`config.mk`:
```
export PLATFORM = sky130hd
export DESIGN_NAME = div_unit_flat
export DESIGN_NICKNAME = d
export VERILOG_FILES = /design/src/rtl/div_if.sv /design/src/rtl/div_unit.sv /design/src/flat_wrapper.sv
export SDC_FILE = /design/constraint.sdc
export NUM_CORES = 1
export LEC_CHECK = 0
export CORE_UTILIZATION = 62
export DETAILED_ROUTE_END_ITERATION = 7
export PLACE_DENSITY = 0.87
export SYNTH_ARGS = -nofsm -noshare
export SYNTH_HDL_FRONTEND = slang
export SYNTH_SLANG_ARGS = --single-unit
```
`constraint.sdc`:
```
create_clock -name clk -period 13.5 [get_ports clk]
set_clock_uncertainty 0.15 [all_clocks]
set_input_delay 2.025 -clock clk [delete_from_list [all_inputs] [get_ports clk]]
set_output_delay 2.025 -clock clk [all_outputs]
set_load 0.02 [all_outputs]
```
`src/rtl/div_if.sv`:
```
// Handshake and data bundle between the EX stage and the multi-cycle divider.
interface div_if #(
    parameter int WIDTH = 32
);
    logic               start_in;
    logic               annul_in;
    logic               signed_div_in;
    logic [WIDTH-1:0]   opdata1_in;
    logic [WIDTH-1:0]   opdata2_in;
    logic [2*WIDTH-1:0] result_out;
    logic               ready_out;
    logic               busy_out;

    // EX stage side: issues requests, consumes results
    modport master (
        output start_in, annul_in, signed_div_in, opdata1_in, opdata2_in,
        input  result_out, ready_out, busy_out
    );

    // Divider side
    modport slave (
        input  start_in, annul_in, signed_div_in, opdata1_in, opdata2_in,
        output result_out, ready_out, busy_out
    );
endinterface

```
`src/rtl/div_unit.sv`:
```
// Multi-cycle restoring divider for DIV/DIVU. One quotient bit per cycle,
// operands handled as magnitudes with the signs reapplied on the last edge.
// Result layout is {remainder, quotient}.
module div_unit #(
    parameter int WIDTH = 32,
    parameter int CNT_W = 6
) (
    input  logic  clk,
    input  logic  rst,
    div_if.slave  bus
);

    typedef enum logic [1:0] {
        FREE    = 2'd0,
        BY_ZERO = 2'd1,
        ON      = 2'd2,
        END     = 2'd3
    } state_t;

    // Two's-complement magnitude of a value when it is to be read as negative
    function automatic logic [WIDTH-1:0] f_mag(input logic [WIDTH-1:0] v, input logic neg);
        return neg ? (~v + 1'b1) : v;
    endfunction

    // Conditional negation used for the final sign correction
    function automatic logic [WIDTH-1:0] f_apply_sign(input logic [WIDTH-1:0] v, input logic neg);
        return neg ? (~v + 1'b1) : v;
    endfunction

    state_t             r_state;
    state_t             w_state_nxt;
    logic [CNT_W-1:0]   r_cnt;
    logic [WIDTH-1:0]   r_quo;       // dividend bits shift out, quotient bits shift in
    logic [WIDTH-1:0]   r_divisor;
    logic [WIDTH:0]     r_rem;       // one guard bit so the trial subtract sign is visible
    logic               r_neg_q;
    logic               r_neg_r;
    logic [2*WIDTH-1:0] r_result;
    logic               r_ready;

    logic               w_load;
    logic               w_iter;
    logic               w_ready_nxt;
    logic [2*WIDTH-1:0] w_result_nxt;
    logic               w_a_neg;
    logic               w_b_neg;
    logic [WIDTH:0]     w_shift;
    logic [WIDTH:0]     w_diff;
    logic               w_qbit;
    logic [WIDTH:0]     w_rem_nxt;
    logic [WIDTH-1:0]   w_quo_nxt;
    logic [2*WIDTH-1:0] w_final;

    assign w_a_neg = bus.signed_div_in & bus.opdata1_in[WIDTH-1];
    assign w_b_neg = bus.signed_div_in & bus.opdata2_in[WIDTH-1];

    // Restoring step: bring down the next dividend bit, trial-subtract, keep or restore
    assign w_shift   = {r_rem[WIDTH-1:0], r_quo[WIDTH-1]};
    assign w_diff    = w_shift - {1'b0, r_divisor};
    assign w_qbit    = ~w_diff[WIDTH];
    assign w_rem_nxt = w_qbit ? w_diff : w_shift;
    assign w_quo_nxt = {r_quo[WIDTH-2:0], w_qbit};

    // Most-negative / -1 needs no special case: the magnitude quotient wraps to itself
    assign w_final = {f_apply_sign(w_rem_nxt[WIDTH-1:0], r_neg_r),
                      f_apply_sign(w_quo_nxt, r_neg_q)};

    // State register
    always_ff @(posedge clk or posedge rst) begin
        if (rst) begin
            r_state <= FREE;
        end else begin
            r_state <= w_state_nxt;
        end
    end

    // Next-state, datapath strobes and next output values; annul wins everywhere
    always_comb begin
        w_state_nxt  = r_state;
        w_load       = 1'b0;
        w_iter       = 1'b0;
        w_ready_nxt  = 1'b0;
        w_result_nxt = '0;
        case (r_state)
            FREE: begin
                if (!bus.annul_in && bus.start_in) begin
                    if (bus.opdata2_in == '0) begin
                        w_state_nxt = BY_ZERO;
                    end else begin
                        w_state_nxt = ON;
                        w_load      = 1'b1;
                    end
                end
            end
            BY_ZERO: begin
                if (bus.annul_in) begin
                    w_state_nxt = FREE;
                end else begin
                    w_state_nxt = END;
                    w_ready_nxt = 1'b1;
                end
            end
            ON: begin
                if (bus.annul_in) begin
                    w_state_nxt = FREE;
                end else begin
                    w_iter = 1'b1;
                    if (r_cnt == CNT_W'(WIDTH - 1)) begin
                        w_state_nxt  = END;
                        w_ready_nxt  = 1'b1;
                        w_result_nxt = w_final;
                    end
                end
            end
            END: begin
                if (bus.annul_in || !bus.start_in) begin
                    w_state_nxt = FREE;
                end else begin
                    w_ready_nxt  = 1'b1;
                    w_result_nxt = r_result;
                end
            end
            default: w_state_nxt = FREE;
        endcase
    end

    // Operand latch and per-cycle iteration of the divide datapath
    always_ff @(posedge clk or posedge rst) begin
        if (rst) begin
            r_cnt     <= '0;
            r_quo     <= '0;
            r_divisor <= '0;
            r_rem     <= '0;
            r_neg_q   <= 1'b0;
            r_neg_r   <= 1'b0;
        end else if (w_load) begin
            r_cnt     <= '0;
            r_quo     <= f_mag(bus.opdata1_in, w_a_neg);
            r_divisor <= f_mag(bus.opdata2_in, w_b_neg);
            r_rem     <= '0;
            r_neg_q   <= w_a_neg ^ w_b_neg;
            r_neg_r   <= w_a_neg;
        end else if (w_iter) begin
            r_cnt <= r_cnt + 1'b1;
            r_quo <= w_quo_nxt;
            r_rem <= w_rem_nxt;
        end
    end

    // Registered result and ready
    always_ff @(posedge clk or posedge rst) begin
        if (rst) begin
            r_result <= '0;
            r_ready  <= 1'b0;
        end else begin
            r_result <= w_result_nxt;
            r_ready  <= w_ready_nxt;
        end
    end

    assign bus.result_out = r_result;
    assign bus.ready_out  = r_ready;
    assign bus.busy_out   = (r_state == BY_ZERO) || (r_state == ON);

endmodule

```
`src/flat_wrapper.sv`:
```
// flat-port wrapper written by rule: the top's interface ports become plain ports
module div_unit_flat 
#(
    parameter int WIDTH = 32,
    parameter int CNT_W = 6
)
  (clk, rst, bus_start_in, bus_annul_in, bus_signed_div_in, bus_opdata1_in, bus_opdata2_in, bus_result_out, bus_ready_out, bus_busy_out);
  div_if #(.WIDTH(WIDTH)) bus_i ();
  input  logic clk;
  input  logic rst;
  input wire logic [$bits(bus_i.start_in)-1:0] bus_start_in;
  input wire logic [$bits(bus_i.annul_in)-1:0] bus_annul_in;
  input wire logic [$bits(bus_i.signed_div_in)-1:0] bus_signed_div_in;
  input wire logic [$bits(bus_i.opdata1_in)-1:0] bus_opdata1_in;
  input wire logic [$bits(bus_i.opdata2_in)-1:0] bus_opdata2_in;
  output wire logic [$bits(bus_i.result_out)-1:0] bus_result_out;
  output wire logic [$bits(bus_i.ready_out)-1:0] bus_ready_out;
  output wire logic [$bits(bus_i.busy_out)-1:0] bus_busy_out;
  assign bus_i.start_in = bus_start_in;
  assign bus_i.annul_in = bus_annul_in;
  assign bus_i.signed_div_in = bus_signed_div_in;
  assign bus_i.opdata1_in = bus_opdata1_in;
  assign bus_i.opdata2_in = bus_opdata2_in;
  assign bus_result_out = bus_i.result_out;
  assign bus_ready_out = bus_i.ready_out;
  assign bus_busy_out = bus_i.busy_out;
  div_unit #(.WIDTH(WIDTH), .CNT_W(CNT_W)) u_core (.clk(clk), .rst(rst), .bus(bus_i));
endmodule
```
==> results of run 1 <==
## per-layer routing
layer	share of wire [%]	wire, um
met5	0	0
met4	1.9	641
met3	9.7	3210
met2	43	14300
met1	45	14900
## cell type report
class | count | area [um2] | share of cell area, %
repair buffers | 141 | 1390 | 9.83
clock inverters | 13 | 163 | 1.15
well taps | 260 | 325 | 2.29
clock buffers | 18 | 439 | 3.10
flip-flops and latches | 171 | 4280 | 30.2
inverters | 65 | 249 | 1.76
multi-input cells | 1164 | 7330 | 51.7
## how the worst max path moves through the flow
stage | start | end | cells after the start
2_1_floorplan | rst | u_core.bus.ready_out$_DFF_PP0_ | 1
4_1_cts | u_core.r_quo[31]$_DFFE_PP0P_ | u_core.bus.result_out[62]$_DFFE_PP0N_ | 22
3_5_place_dp | bus_opdata2_in[7] | u_core.r_quo[1]$_DFFE_PP0P_ | 12
5_1_grt | u_core.r_quo[31]$_DFFE_PP0P_ | u_core.bus.result_out[62]$_DFFE_PP0N_ | 23
6_report | u_core.r_quo[31]$_DFFE_PP0P_ | u_core.bus.result_out[62]$_DFFE_PP0N_ | 23
3_3_place_gp | bus_opdata2_in[7] | u_core.r_divisor[0]$_DFFE_PP0P_ | 11
## cell usage after synthesis, types with 39 or more instances
cell type  count
mux2i_1       43
inv_1         63
ha_1          42
dfrtp_1      171
xor2_1        80
o21ai_0      155
nor2_1       115
xnor2_1       68
a21oi_1       93
nor3_1        39
clkbuf_1      59
nand2_1      221
## flip-flops by register name, indices dropped and copies added (netlist names)
name	flops
u_core.r_cnt	6
u_core.r_divisor	32
u_core.bus.result_out	64
u_core.r_neg_r	1
u_core.r_state	2
u_core.r_neg_q	1
u_core.bus.ready_out	1
u_core.r_quo	32
u_core.r_rem	32
## stage by stage
stage / instances / util [%] / setup slack (ns) / instance area, um2
6_report: 1832 / 74.6 / 7.73 / 14200
5_1_grt: 1832 / 74.6 / 7.36 / 14200
4_1_cts: 1832 / 74.6 / 7.87 / 14200
3_5_place_dp: 1801 / 71.4 / 7.51 / 13600
3_3_place_gp: 1801 / 71.4 / 7.64 / 13600
2_1_floorplan: 1485 / - / 6.69 / 12200
## logic make-up after synthesis
family	Yosys count
and+or+nand+nor	502
DFF	171
muxes	45
adders and majority gates	43
buffers and inverters	150
AOI/OAI and AO/OA	424
xor gates and xnor gates	150
## worst register-to-register path, cell delays in order (launching register included)
cell and delay, ns:
dfrtp_1 0.47, inv_1 0.11, ha_1 0.16, inv_1 0.05, fa_1 0.47, a211oi_2 0.30
o211ai_1 0.21, nand4b_1 0.23, a21oi_2 0.10, o21ai_2 0.22, xnor2_4 0.13, buf_4 0.53
nand2_1 0.17, o21ai_0 0.23, ha_1 0.31, nor3b_1 0.40, nand2_1 0.20, nor3_1 0.19
mux2i_1 0.14, a21oi_1 0.21, nand4_1 0.16, o21ai_1 0.20, xor2_1 0.21, o21ai_1 0.09
==> flow_summary.json, run 1 <==
{
  "grt-busiest-layer": "met1",
  "overflow": 0,
  "grt_pass1_vias": 10400,
  "ys.flop_type": "dfrtp_1",
  "synthAdderAreaFrac_pct": 4.47,
  "period_minus_slack_ns": 5.77,
  "grt_pass1_wl_um": 53800,
  "drt-wirelength-per-cell_um": 18.0,
  "met2_usage_pct": 49.2,
  "tightest_slew_ns": 1.02,
  "max_slew_margin_pct": 31.7,
  "cts_tree": "yes",
  "viasPerCell": 6.19,
  "num_vias": 11300,
  "synth_top_family_by_area": "compound AO/OA/AOI/OAI gates",
  "drt_pass1_iterations": 5,
  "grt_util_met3_pct": 5.35,
  "ff2ff_setup_slack_ns": 7.73,
  "dp.final_hpwl_um": 24400,
  "path_class": "flop to flop",
  "yosysTopAreaCellShare_pct": 35.0,
  "r2r_start": "u_core.r_quo[31]$_DFFE_PP0P_",
  "hold_depth": 2,
  "rsz0062_at_grt": "no",
  "status": "finished, final reports clean",
  "synth_compound_area_share_pct": 21.6,
  "reg2reg_depth": 23,
  "drc_errors": 0,
  "dieArea_um2": 20300,
  "area_delta_synth_final_pct": 16.1,
  "worstPathMaxFanout": 57,
  "cts_sinks": 171,
  "finalMaxSlewViolations": 0,
  "cp-end-kind": "flop",
  "grt_max_degree": 102,
  "synth_area_um2": 12200,
  "clk_latency_ns": 0.44,
  "min_from": "u_core.bus.result_out[14]$_DFFE_PP0N_",
  "cts_resized": 0,
  "detail-route-antenna-nets": 0,
  "path_clk_slew_ns": 0.07,
  "synth.area.top_cells": "dfrtp_1 35%, nand2_1 6.8%, o21ai_0 6.4%, xor2_1 5.7%, xnor2_1 4.9%",
  "start_util_pct": 64.2,
  "slowest_delay_ns": 0.53,
  "drtIter0Drc": 1200,
  "grt_use_met1_pct": 51.7,
  "cts_max_level": 4,
  "totalWireLength_um": 33000,
  "cts_hold_buf": 0,
  "finalHoldWorstSlack_ns": 0.337,
  "min_period_over_period_pct": 42.8,
  "cpMaxStageDelayCell": "buf_4",
  "syn_inst": 1485,
  "r2r-end": "u_core.bus.result_out[62]$_DFFE_PP0N_",
  "dieHeight_um": 142,
  "start_kind": "flop",
  "cp.arrival_ns": 5.93,
  "crit_family": "compound AO/OA/AOI/OAI gates",
  "core_um2": 19000,
  "hold_viol": 0,
  "place.gp.congestion": 0.933,
  "fillers": 1459,
  "finalSetupViolCount": 0,
  "path_buf_inv": 3,
  "timing.setup.tns_ns": 0,
  "synth_edf_count": 0,
  "dieWidth_um": 142,
  "grt.total_usage_pct": 33.9,
  "postSynthAreaPerCell_um2": 8.22,
  "fmax_mhz": 173,
  "final_common_cell": "nand2_1",
  "layout_common_cells": "221 x nand2_1, 171 x dfrtp_1, 155 x o21ai_0",
  "synthXorXnorAreaFrac_pct": 10.9,
  "clk_root_buffer_cell": "clkbuf_16",
  "muxShareOfSynthArea_pct": 3.73,
  "drive_gt1_share_pct": 5.22,
  "async_flop_share_pct": 100,
  "hold_path_class": "flop to flop",
  "max-clock-path-buffers": 2,
  "num_antenna_cells": 0,
  "post_cts_buffers": 0,
  "nets": 1672,
  "antenna_found_initial": 0,
  "synth_seq_cells": 171,
  "syn_nets": 1597,
  "ios": 135,
  "synth_area_leader_cell": "dfrtp_1",
  "yosysSeqAreaShare_pct": 35.0,
  "cap_violations": 0,
  "placementRows": 50,
  "ys_warn_count": 0,
  "hold_end": "u_core.bus.result_out[14]$_DFFE_PP0N_",
  "worst_ep_required_time_ns": 13.66,
  "ys_types": 80,
  "worstPathCellList": "inv_1, ha_1, inv_1, fa_1, a211oi_2, o211ai_1, nand4b_1, a21oi_2, o21ai_2, xnor2_4, buf_4, nand2_1, o21ai_0, ha_1, nor3b_1, nand2_1, nor3_1, mux2i_1, a21oi_1, nand4_1, o21ai_1, xor2_1, o21ai_1",
  "numCtsBuffers": 17,
  "synthSimpleGateAreaFrac_pct": 19.1,
  "portBuffers": 134
}
Power of run 1 is left out: the tool's default activity adds up to more than one toggle a clock period on the data nets, which glitch-free logic cannot reach.
==> run 2: changes to the inputs <==
CORE_UTILIZATION = 58   (was 62)
PLACE_DENSITY = 0.82   (was 0.87)
clock period = 5.5 ns   (was 13.5 ns; I/O delays follow)
==> run 2 against run 1 <==
Net effect: cell area up 1.4%; sequential share of layout area is 0.42 points lower; register-to-register slack lost 7.3 ns; sequential cell count is the same; worst setup slack lost 7.3 ns; fmax up 14%; die area grew 6.8%; global-route usage increased by 0.49 points; count of clock-buffer cells in the layout decreased by 1; utilization decreased by 4.2 points; final cell count is 1.5% higher; critical path type unchanged; critical endpoint unchanged.
==> flow_summary.json, run 2 (synthesis results as in run 1) <==
{
  "totalWireLength_um": 35900,
  "status": "finished, final reports clean",
  "hold_viol": 0,
  "cts_hold_buf": 0,
  "max_slew_margin_pct": 29.5,
  "dieWidth_um": 147,
  "core_um2": 20400,
  "numCtsBuffers": 17,
  "grt_max_degree": 93,
  "final_cells": 1859,
  "worstPathMaxFanout": 10,
  "drt_pass1_iterations": 6,
  "cts_sinks": 171,
  "post_cts_buffers": 0,
  "cpMaxStageDelayCell": "fa_1",
  "drive_gt1_share_pct": 6.29,
  "fmax_mhz": 197,
  "r2r-end": "u_core.bus.result_out[62]$_DFFE_PP0N_",
  "cp.arrival_ns": 5.22,
  "dp.final_hpwl_um": 27100,
  "grt_pass1_vias": 10800,
  "worstPathCellList": "inv_1, ha_1, inv_1, fa_1, a211oi_2, o211ai_1, nand4b_1, a21oi_2, o21ai_2, xnor2_4, buf_4, o21ai_0, ha_1, and4_1, nand4_1, nor4_4, mux2i_1, a21oi_1, nand4_1, o21ai_1, xor2_1, o21ai_1",
  "min_from": "u_core.bus.result_out[11]$_DFFE_PP0N_",
  "start_util_pct": 59.8,
  "timing.final.ws_setup_ns": 0.434,
  "grt_pass1_wl_um": 58500,
  "viasPerCell": 6.11,
  "antenna_found_initial": 0,
  "slowest_delay_ns": 0.45,
  "place.gp.congestion": 0.992,
  "num_antenna_cells": 0,
  "largest_reg_flops": 64,
  "placed_cells": 1827,
  "multi_input_area_um2": 7340,
  "nets": 1688,
  "final-seq-area_um2": 4280,
  "pre_cts_ws_ns": 0.473,
  "area_delta_synth_final_pct": 17.8,
  "reg2reg_depth": 22,
  "dieHeight_um": 147,
  "num_vias": 11400,
  "ios": 135,
  "clk_latency_ns": 0.44,
  "finalMaxSlewViolations": 0,
  "drtIter0Drc": 963,
  "cts_max_level": 4,
  "period_minus_slack_ns": 5.07,
  "worst_ep_required_time_ns": 5.66,
  "placementRows": 52,
  "crit_family": "compound AO/OA/AOI/OAI gates",
  "path_class": "flop to flop",
  "detail-route-antenna-nets": 0,
  "hold_path_class": "flop to flop",
  "overflow": 0,
  "ff2ff_setup_slack_ns": 0.43,
  "cts_tree": "yes",
  "max-clock-path-buffers": 2,
  "drc_errors": 0,
  "r2r_start": "u_core.r_quo[31]$_DFFE_PP0P_",
  "layout_common_cells": "221 x nand2_1, 171 x dfrtp_1, 155 x o21ai_0",
  "finalSetupViolCount": 0,
  "path_buf_inv": 3,
  "rsz0062_at_grt": "no",
  "clk_root_buffer_cell": "clkbuf_16",
  "hold_depth": 2,
  "min_period_over_period_pct": 92.1,
  "fillers": 1632,
  "final_common_cell": "nand2_1",
  "tightest_slew_ns": 1.06,
  "hold_end": "u_core.bus.result_out[11]$_DFFE_PP0N_",
  "start_kind": "flop",
  "dieArea_um2": 21600,
  "cap_violations": 0,
  "timing.setup.tns_ns": 0,
  "grt.total_usage_pct": 34.4,
  "cp-end-kind": "flop",
  "finalHoldWorstSlack_ns": 0.329,
  "portBuffers": 134,
  "cts_resized": 0,
  "path_clk_slew_ns": 0.07,
  "drt-wirelength-per-cell_um": 19.3
}
-- run 2: cell count changes in the layout (fill, tap and decap cells not counted), sizes merged --
cell,before,now
clkinv,5,6
buf,7,23
inv,69,70
clkbuf,18,17
-- run 2: final cells by class --
type | count | share of cell area [%]
Clock inverter | 15 | 1.41
Multi-Input combinational cell | 1164 | 51.0
Inverter | 65 | 1.72
Timing Repair Buffer | 157 | 10.8
Tap cell | 270 | 2.35
Clock buffer | 17 | 2.96
Sequential cell | 171 | 29.7
-- run 2: worst min-delay path, cell delays in order, from the launching register on --
cell,delay [ns]
dfrtp_1,0.35
nand2_1,0.04
o21ai_0,0.06
-- run 2: per-stage QoR --
step / util [%] / area (um2)
2_1_floorplan: - / 12200
4_1_cts: 70.4 / 14400
3_5_place_dp: 67.3 / 13800
5_1_grt: 70.4 / 14400
3_3_place_gp: 67.3 / 13800
6_report: 70.4 / 14400
-- run 2: how the worst max path moves through the flow --
stage	cells past startpoint	end	slack (ns)	start
global placement	21	u_core.bus.result_out[58]$_DFFE_PP0N_	0.66	u_core.r_quo[31]$_DFFE_PP0P_
detailed placement	21	u_core.bus.result_out[58]$_DFFE_PP0N_	0.47	u_core.r_quo[31]$_DFFE_PP0P_
floorplan	23	u_core.bus.result_out[58]$_DFFE_PP0N_	0.69	u_core.r_quo[31]$_DFFE_PP0P_
global route	22	u_core.bus.result_out[62]$_DFFE_PP0N_	0.04	u_core.r_quo[31]$_DFFE_PP0P_
CTS	21	u_core.bus.result_out[58]$_DFFE_PP0N_	0.43	u_core.r_quo[31]$_DFFE_PP0P_
finish	22	u_core.bus.result_out[62]$_DFFE_PP0N_	0.43	u_core.r_quo[31]$_DFFE_PP0P_
-- run 2: routing by layer --
| layer | track usage, % | routed length [um] |
|---|---|---|
| met3 | 3.98 | 2420 |
| met2 | 53.8 | 16500 |
| met5 | 0 | 0 |
| met4 | 11.6 | 973 |
| met1 | 49.5 | 16000 |
Power of run 2 is left out for the same reason.
==> run 3: changes to the inputs <==
ABC_AREA = 1   (was default)
CORE_UTILIZATION = 59   (was 58)
RECOVER_POWER = 50   (was default)
==> run 3 against run 2 <==
Net effect: the run now ends with capacitance limit, slew limit left; critical endpoint is now u_core.bus.result_out[30]$_DFFE_PP0N_; sequential share of layout area down 1.7 points; global-route usage rose by 1.9 points; sequential cell count unchanged; die area grew 6.1%; cell area grew 5.9%; critical path type unchanged; first-iteration DRC count up 37%; count of clock-buffer cells in the layout increased by 2; critical path depth is 5 higher.
==> flow_summary.json, run 3 <==
{
  "status": "finished with violations",
  "worstPathMaxFanout": 39,
  "r2r_start": "u_core.r_quo[31]$_DFFE_PP0P_",
  "grt.total_usage_pct": 36.3,
  "dieHeight_um": 152,
  "largest_reg_flops": 64,
  "r2r-end": "u_core.bus.result_out[30]$_DFFE_PP0N_",
  "pre_cts_ws_ns": 1.00,
  "max_slew_margin_pct": -58.3,
  "ys.flop_type": "dfrtp_1",
  "path_clk_slew_ns": 0.07,
  "antenna_found_initial": 0,
  "cts_resized": 0,
  "synth_common_cells": "652 x nand2_1, 302 x inv_1, 174 x nor2_1",
  "dp.final_hpwl_um": 30500,
  "hold_viol": 0,
  "ff2ff_setup_slack_ns": 0.93,
  "post_dp_cell_area_um2": 14700,
  "yosysSeqAreaShare_pct": 32.4,
  "numCtsBuffers": 17,
  "timing.setup.tns_ns": 0,
  "drtIter0Drc": 1315,
  "dieArea_um2": 23000,
  "leakagePower_uw": 0.00802,
  "viasPerCell": 5.65,
  "finalSetupViolCount": 0,
  "drt-wirelength-per-cell_um": 16.9,
  "ios": 135,
  "cap_violations": 1,
  "max-clock-path-buffers": 2,
  "grt_max_degree": 172,
  "min_period_over_period_pct": 83.1,
  "cpMaxStageDelayCell": "fa_1",
  "reg2reg_depth": 27,
  "timing.final.ws_setup_ns": 0.930,
  "design_area_um2": 15200,
  "portBuffers": 134,
  "cts_max_level": 4,
  "hold_path_class": "flop to flop",
  "nets": 2226,
  "hold_end": "u_core.r_cnt[5]$_DFFE_PP0P_",
  "period_minus_slack_ns": 4.57,
  "drive_gt1_share_pct": 6.16,
  "dieWidth_um": 152,
  "synth.area.top_cells": "dfrtp_1 32%, nand2_1 19%, inv_1 8.6%, nor2_1 5.0%, nand3_1 4.7%",
  "violations": "capacitance limit, slew limit",
  "layout_common_cells": "652 x nand2_1, 300 x inv_1, 173 x nor2_1",
  "async_flop_share_pct": 100,
  "rsz0062_at_grt": "no",
  "syn_inst": 2010,
  "overflow": 0,
  "yosysTopAreaCellShare_pct": 32.4,
  "vdd_ir_drop_max_v": 0.000390,
  "clk_root_buffer_cell": "clkbuf_16",
  "fmax_mhz": 219,
  "post_cts_buffers": 0,
  "totalWireLength_um": 40700,
  "area_delta_synth_final_pct": 15.5,
  "path_buf_inv": 4,
  "postSynthAreaPerCell_um2": 6.56,
  "grt_pass1_wl_um": 63600,
  "synth_edf_count": 0,
  "yosysMostFrequentCell": "nand2_1",
  "synth_area_um2": 13200,
  "synth_area_leader_cell": "dfrtp_1",
  "utilization_pct": 69.6,
  "cp.arrival_ns": 4.79,
  "ys_types": 49,
  "cts_tree": "yes",
  "power_density_nw_per_um2": 649,
  "slowest_delay_ns": 0.43,
  "drc_errors": 0,
  "cts_hold_buf": 0,
  "syn_nets": 2122,
  "cts_sinks": 171,
  "clk_latency_ns": 0.45,
  "finalMaxSlewViolations": 172,
  "detail-route-antenna-nets": 0,
  "path_class": "flop to flop",
  "num_vias": 13600,
  "hold_depth": 1,
  "start_kind": "flop",
  "placementRows": 54,
  "worst_ep_required_time_ns": 5.72,
  "place.gp.congestion": 1.02,
  "min_from": "u_core.r_cnt[5]$_DFFE_PP0P_",
  "core_um2": 21900,
  "ys_warn_count": 0,
  "synth_seq_cells": 171,
  "cp-end-kind": "flop",
  "start_util_pct": 60.2,
  "crit_family": "simple AND/OR/NAND/NOR gates",
  "num_antenna_cells": 0,
  "final_common_cell": "nand2_1",
  "grt_pass1_vias": 12600,
  "drt_pass1_iterations": 7,
  "fillers": 1949,
  "tightest_slew_ns": 2.37
}
run 3: cell count changes after synthesis, moves of 43 or more:
| cell | change |
|---|---|
| nor2_1 | +59 |
| a21oi_1 | -45 |
| nand3_1 | +106 |
| inv_1 | +239 |
| mux2i_1 | -43 |
| nand2_1 | +431 |
| xnor2_1 | -54 |
run 3: logic make-up after synthesis:
| family | share of synthesized area (%) |
|---|---|
| buffers and inverters | 11.2 |
| and+or+nand+nor | 35.3 |
| adders and majority gates | 4.14 |
| AOI/OAI and AO/OA | 12.2 |
| DFF | 32.4 |
| xor gates and xnor gates | 4.72 |
run 3: layout make-up:
cell class	count	area, um2	share of cell area (%)
clock buffer	19	453	2.97
clock inverter	13	129	0.846
inverter	312	1170	7.71
multi-input combinational	1470	7440	48.9
sequential	171	4280	28.1
tap	280	350	2.30
timing repair buffer	142	1400	9.20
run 3: where the power goes:
group	internal (uW)	switching (uW)
logic	2050	4640
clock network	624	595
registers	1600	372
total	4270	5610
run 3: layer usage:
layer / up-vias / part of all wire [%] / GRT usage, %
met5: - / 0 / 0
met4: 0 / 4.0 / 14.8
met3: 111 / 8.2 / 5.84
met2: 644 / 47 / 58.8
met1: 6270 / 41 / 48.2
li1: 6573 / - / -
run 3: worst max-delay path by stage:
| stage | from | end | cells past startpoint |
|---|---|---|---|
| floorplan | u_core.r_quo[31]$_DFFE_PP0P_ | u_core.bus.result_out[28]$_DFFE_PP0N_ | 29 |
| global placement | bus_opdata2_in[0] | u_core.r_quo[19]$_DFFE_PP0P_ | 13 |
| detailed placement | bus_opdata2_in[0] | u_core.r_quo[25]$_DFFE_PP0P_ | 13 |
| CTS | u_core.r_quo[31]$_DFFE_PP0P_ | u_core.bus.result_out[28]$_DFFE_PP0N_ | 27 |
| global route | u_core.r_quo[31]$_DFFE_PP0P_ | u_core.bus.result_out[28]$_DFFE_PP0N_ | 27 |
| finish | u_core.r_quo[31]$_DFFE_PP0P_ | u_core.bus.result_out[30]$_DFFE_PP0N_ | 27 |
run 3: through the flow:
stage / hold WS, ns / total power, uW / cells
2_1_floorplan: 0.285 / 6930 / 2010
3_3_place_gp: 0.299 / 8360 / 2375
3_5_place_dp: 0.309 / 8490 / 2375
4_1_cts: 0.323 / 9750 / 2407
5_1_grt: 0.343 / 10700 / 2407
6_report: 0.322 / 9880 / 2407
No activity file was read; power rests on OpenSTA's default activity.
